--- config.mk ---
export PLATFORM = sky130hd
export DESIGN_NAME = year_bin2bcd_flat
export DESIGN_NICKNAME = d
export VERILOG_FILES = /design/src/rtl/year_bin2bcd_if.sv /design/src/rtl/year_bin2bcd.sv /design/src/flat_wrapper.sv
export SDC_FILE = /design/constraint.sdc
export NUM_CORES = 1
export LEC_CHECK = 0
export ABC_AREA = 1
export ABC_CLOCK_PERIOD_IN_PS = 1600
export CORE_AREA = 4 4 90 92
export CTS_CLUSTER_SIZE = 10
export DETAILED_ROUTE_END_ITERATION = 6
export DIE_AREA = 0 0 94 96
export PLACE_DENSITY = 0.76
export RECOVER_POWER = 50
export SLEW_MARGIN = 20
export SYNTH_ARGS = -nofsm -noshare
export SYNTH_HDL_FRONTEND = slang
export SYNTH_SLANG_ARGS = --single-unit
--- constraint.sdc ---
create_clock -name clock_in0 -period 1.6 [get_ports clock_in0]
set_input_delay 0.4 -clock clock_in0 [delete_from_list [all_inputs] [get_ports clock_in0]]
set_output_delay 0.4 -clock clock_in0 [all_outputs]
set_load 0.1 [all_outputs]
--- src/rtl/year_bin2bcd_if.sv ---
// Request/result bundle for the binary-year to BCD converter.
// Handshake: the requester raises start with year_bin stable; it is accepted on the first
// rising edge that sees start=1 while busy=0, and done pulses for one cycle when the digits update.
interface year_bin2bcd_if #(
  parameter int IN_BITS = 14
);
  logic               start;
  logic [IN_BITS-1:0] year_bin;
  logic               busy;
  logic               done;
  logic               overflow;
  logic [3:0]         digit0;
  logic [3:0]         digit1;
  logic [3:0]         digit2;
  logic [3:0]         digit3;
  logic [27:0]        year_7seg;
  logic               state_dbg;

  modport master (
    output start, year_bin,
    input  busy, done, overflow, digit0, digit1, digit2, digit3, year_7seg, state_dbg
  );

  modport slave (
    input  start, year_bin,
    output busy, done, overflow, digit0, digit1, digit2, digit3, year_7seg, state_dbg
  );
endinterface

--- src/rtl/year_bin2bcd.sv ---
// Sequential shift-add-3 converter from a binary year to four BCD digits plus
// their 7-segment patterns; one bit is consumed per clock while busy.
module year_bin2bcd #(
  parameter int IN_BITS  = 14,
  parameter int MAX_YEAR = 9999
) (
  input  logic            clock_in0,
  input  logic            reset,
  year_bin2bcd_if.slave   bus
);
  localparam int CNT_W = $clog2(IN_BITS + 1);
  localparam logic [IN_BITS-1:0] MAX_BIN = IN_BITS'(MAX_YEAR);

  typedef enum logic {IDLE = 1'b0, SHIFT = 1'b1} state_t;

  state_t             state_q, state_d;
  logic [IN_BITS-1:0] bin_q, bin_d;
  logic [15:0]        scr_q, scr_d, scr_corr;
  logic [CNT_W-1:0]   cnt_q, cnt_d;
  logic [15:0]        dig_q, dig_d;
  logic               done_q, done_d;
  logic               ovf_q, ovf_d;

  function automatic logic [6:0] seg7(input logic [3:0] d);
    logic [6:0] s;
    case (d)
      4'd0: s = 7'h3F;
      4'd1: s = 7'h06;
      4'd2: s = 7'h5B;
      4'd3: s = 7'h4F;
      4'd4: s = 7'h66;
      4'd5: s = 7'h6D;
      4'd6: s = 7'h7D;
      4'd7: s = 7'h07;
      4'd8: s = 7'h7F;
      4'd9: s = 7'h6F;
      default: s = 7'h00;
    endcase
    return s;
  endfunction

  // Each nibble is corrected from its own pre-correction value; 9+3 never exceeds 4 bits.
  always_comb begin
    scr_corr = '0;
    for (int i = 0; i < 4; i++) begin
      scr_corr[4*i +: 4] = (scr_q[4*i +: 4] >= 4'd5) ? scr_q[4*i +: 4] + 4'd3
                                                       : scr_q[4*i +: 4];
    end
  end

  always_comb begin
    state_d = state_q;
    bin_d   = bin_q;
    scr_d   = scr_q;
    cnt_d   = cnt_q;
    dig_d   = dig_q;
    done_d  = 1'b0;
    ovf_d   = ovf_q;
    case (state_q)
      IDLE: begin
        if (bus.start) begin
          if (bus.year_bin > MAX_BIN) begin
            bin_d = MAX_BIN;
            ovf_d = 1'b1;
          end else begin
            bin_d = bus.year_bin;
            ovf_d = 1'b0;
          end
          scr_d   = '0;
          cnt_d   = CNT_W'(IN_BITS);
          state_d = SHIFT;
        end
      end
      SHIFT: begin
        {scr_d, bin_d} = {scr_corr, bin_q} << 1;
        cnt_d          = cnt_q - CNT_W'(1);
        // Last iteration: publish the shifted scratch directly so digits move only once.
        if (cnt_q == CNT_W'(1)) begin
          dig_d   = {scr_corr[14:0], bin_q[IN_BITS-1]};
          done_d  = 1'b1;
          state_d = IDLE;
        end
      end
      default: state_d = IDLE;
    endcase
  end

  always_ff @(posedge clock_in0 or negedge reset) begin
    if (!reset) begin
      state_q <= IDLE;
      bin_q   <= '0;
      scr_q   <= '0;
      cnt_q   <= '0;
      dig_q   <= 16'h0001;
      done_q  <= 1'b0;
      ovf_q   <= 1'b0;
    end else begin
      state_q <= state_d;
      bin_q   <= bin_d;
      scr_q   <= scr_d;
      cnt_q   <= cnt_d;
      dig_q   <= dig_d;
      done_q  <= done_d;
      ovf_q   <= ovf_d;
    end
  end

  assign bus.busy      = (state_q == SHIFT);
  assign bus.done      = done_q;
  assign bus.overflow  = ovf_q;
  assign bus.digit0    = dig_q[3:0];
  assign bus.digit1    = dig_q[7:4];
  assign bus.digit2    = dig_q[11:8];
  assign bus.digit3    = dig_q[15:12];
  assign bus.year_7seg = {seg7(dig_q[15:12]), seg7(dig_q[11:8]),
                          seg7(dig_q[7:4]), seg7(dig_q[3:0])};
  assign bus.state_dbg = state_q;
endmodule

--- src/flat_wrapper.sv ---
// flat-port wrapper written by rule: the top's interface ports become plain ports
module year_bin2bcd_flat 
#(
  parameter int IN_BITS  = 14,
  parameter int MAX_YEAR = 9999
)
  (clock_in0, reset, bus_start, bus_year_bin, bus_busy, bus_done, bus_overflow, bus_digit0, bus_digit1, bus_digit2, bus_digit3, bus_year_7seg, bus_state_dbg);
  year_bin2bcd_if #(.IN_BITS(IN_BITS)) bus_i ();
  input  logic clock_in0;
  input  logic reset;
  input wire logic [$bits(bus_i.start)-1:0] bus_start;
  input wire logic [$bits(bus_i.year_bin)-1:0] bus_year_bin;
  output wire logic [$bits(bus_i.busy)-1:0] bus_busy;
  output wire logic [$bits(bus_i.done)-1:0] bus_done;
  output wire logic [$bits(bus_i.overflow)-1:0] bus_overflow;
  output wire logic [$bits(bus_i.digit0)-1:0] bus_digit0;
  output wire logic [$bits(bus_i.digit1)-1:0] bus_digit1;
  output wire logic [$bits(bus_i.digit2)-1:0] bus_digit2;
  output wire logic [$bits(bus_i.digit3)-1:0] bus_digit3;
  output wire logic [$bits(bus_i.year_7seg)-1:0] bus_year_7seg;
  output wire logic [$bits(bus_i.state_dbg)-1:0] bus_state_dbg;
  assign bus_i.start = bus_start;
  assign bus_i.year_bin = bus_year_bin;
  assign bus_busy = bus_i.busy;
  assign bus_done = bus_i.done;
  assign bus_overflow = bus_i.overflow;
  assign bus_digit0 = bus_i.digit0;
  assign bus_digit1 = bus_i.digit1;
  assign bus_digit2 = bus_i.digit2;
  assign bus_digit3 = bus_i.digit3;
  assign bus_year_7seg = bus_i.year_7seg;
  assign bus_state_dbg = bus_i.state_dbg;
  year_bin2bcd #(.IN_BITS(IN_BITS), .MAX_YEAR(MAX_YEAR)) u_core (.clock_in0(clock_in0), .reset(reset), .bus(bus_i));
endmodule
==> summary.txt <==
Outcome = finished, violations left
Violated checks = setup timing
Flip-flop and latch count after synthesis = 53
Count leader, synth = nand2_1
Startpoint type of the worst setup path = flop
Gate Count Post-Synth = 442
Net count after synthesis = 493
Placer Congestion = 0.822
Hold Violations, Final = 0
Horizontal extent of the die = 94 µm
Fin crit period = 2200 ps
Hold-fix buffer count after cts = 0
Worst-case hold slack = 444 ps
CTS tree = done
Adder-Cell Fraction of Synth Area = 0.124
Routed wire length = 12,900 µm
Critical path capture point type = primary output
Net count, final = 622
Worst-case headroom to the max-slew limit = 0.134
Area fraction in compound gates after synthesis = 0.103
Synth Area in XOR/XNOR = 0
Total routing resource utilization after global routing = 0.254
Worst clock skew = 17.0 ps
Post-synth ARST share = 1.00
Die extent in y = 96 µm
Share of cell area taken by muxes after synthesis = 0
Average cell area after synthesis = 7.78 µm²
Clock Tree Root = clkbuf_8
Post-route cell area = 6460 µm²
Number of placement rows = 31
Number of nets with antenna violations after detailed routing = 0
DRC violations left = 0
Synth unique cells = 28
Number of slew-limit violations in the final report = 0
Clock slew at the register clock pins of the worst setup and hold paths = 100 ps
Clock sink count = 53
Most frequent cells after synthesis = nand2_1 (153), dfrtp_1 (52), inv_1 (52)
Total I/O pin count = 65
Area share of the largest cell type after synthesis = 0.379
Maximum achievable frequency = 455 MHz
Number of H-tree levels = 2
Setup repair after global routing missed its margin = yes
HPWL Detailed = 7080 µm
Fillcell total = 279
Initial antenna violation count = 0
Violation count after the first detailed-route iteration = 544
Drt via density = 5.60
Inst Count DP = 650
Area added between synthesis and finish = 88.0%
Clock latency reported for the late side of the worst-skew pair = 320 ps
Hold Crit Class = input pin to asynchronous set/reset pin
Tcrit/Tclk final = 1.37
Area taken by multi-input logic gates = 2760 µm²
Routed wirelength normalized by instance count = 19.3 µm
Area of placed instances = 5790 µm²
Layout cells sized above 1 = 0.500
Final Core Density = 0.895
Die Outline Area = 9020 µm²
Dominant combinational cell family by area after synthesis = simple AND/OR/NAND/NOR gates
Startpoint of the lowest-slack register-to-register path = u_core.cnt_q[1]
Grt total ovfl = 0
Largest net degree at the start of global routing = 54
Largest area contributor in the netlist = dfrtp_1
Post-Layout Cell Count = 671
Antenna diode count = 0
Cell area after synthesis = 3440 µm²
Launching instance or port of the critical path = u_core.dig_q[0]
Data arrival time at the worst-slack endpoint = 1800 ps
Type of the worst setup path = flop to primary output
First-pass GRT wire length = 18,000 µm
Max-cap viol count = 0
Prevailing post-synth register cell = dfrtp_1
Bufs on Longest Clock Path = 2
Share of synthesized cell area in and, or, nand and nor gates = 0.298
Top post-synthesis cells by area = dfrtp_1 (38%), nand2_1 (17%), ha_1 (12%)
Number of buffers added on ports = 64
Area inside the core boundary = 7210 µm²
Syn. warnings = 0
Slew at the pin closest to its max-slew limit = 1300 ps
Starting Density = 0.476
Number of buffers created by CTS = 5
Data required time of the critical path = 1200 ps
Total setup violations reported at the end of the flow = 43
Register area = 1390 µm²
Vias in the first global route = 3,715
Worst Setup Slack, final = -596 ps
Highest net fanout along the worst path = 4
Vias after detailed routing = 3,756
Drt pass-1 iters = 5
EDFF count, synth = 0
Register area share after synthesis = 0.386
==> per-layer routing <==
| layer | GRT usage | share of wire |
|---|---|---|
| met5 | 0 | 0 |
| met4 | 0.0951 | 0.037 |
| met3 | 0.0407 | 0.061 |
| met2 | 0.480 | 0.53 |
| met1 | 0.287 | 0.37 |
==> cell families (layout without fill, tap and decap cells) <==
logic type | count (synthesis) | in the layout
AOI/OAI and AO/OA | 62 | 62
and+or+nand+nor | 230 | 230
DFF | 53 | 53
buffers and inverters | 63 | 193
adders and majority gates | 34 | 34
==> per-stage QoR <==
| step | worst slack [ps] | setup TNS (ps) |
|---|---|---|
| 6_report | -596 | -14210 |
| 3_3_place_gp | -240 | -3120 |
| 2_1_floorplan | -553 | -7560 |
| 4_1_cts | -559 | -13420 |
| 3_5_place_dp | -280 | -3940 |
| 5_1_grt | -627 | -16800 |
==> state kept, by name, indices dropped and copies added, names as in the netlist <==
| register | cells |
|---|---|
| u_core.dig_q | 16 |
| u_core.scr_q | 16 |
| u_core.bin_q | 14 |
| u_core.cnt_q | 4 |
| u_core.bus.busy | 1 |
| u_core.bus.done | 1 |
| u_core.bus.overflow | 1 |
==> layout make-up <==
type	count	area share
Sequential cell	53	0.215
Inverter	54	0.0438
Clock buffer	6	0.0112
Clock inverter	2	0.00600
Tap cell	99	0.0192
Timing Repair Buffer	131	0.278
Multi-Input combinational cell	326	0.426
==> timing repair <==
action	in CTS	in global routing
setup buffers	13	9
setup endpoints to repair	30	45
gates cloned	0	0
pin swaps	37	25
gates resized for setup	62	57
==> worst max-delay path, cell delays in order, from the launching register on <==
cell     delay (ps)
dfstp_4         660
inv_4            50
ha_4            210
nand2_4          70
inv_4            40
buf_6           110
o21ai_4         130
buf_12          190
==> final timing paths <==
check	endpoint	slack, ps	cells after the start
hold reg to reg	u_core.cnt_q[3]	500	1
setup / recovery	bus_year_7seg[1]	-600	7
setup reg to reg	u_core.dig_q[14]	-110	6
hold / removal	u_core.bin_q[1]	440	2
min in group clock_in0	u_core.cnt_q[3]	500	1
max in group asynchronous	u_core.dig_q[11]	220	2
==> placed cells by master, fill, tap and decap left out, types with 15 or more instances in the layout <==
cell,count
nand2_1,109
buf_12,53
dfrtp_1,36
inv_1,32
buf_6,31
buf_4,30
nand3_1,26
nand2_4,20
ha_4,20
dfrtp_4,16
o21ai_4,15
Power is not shown: default switching activity piles up to over one toggle a cycle in this logic, so the estimate is an artifact.
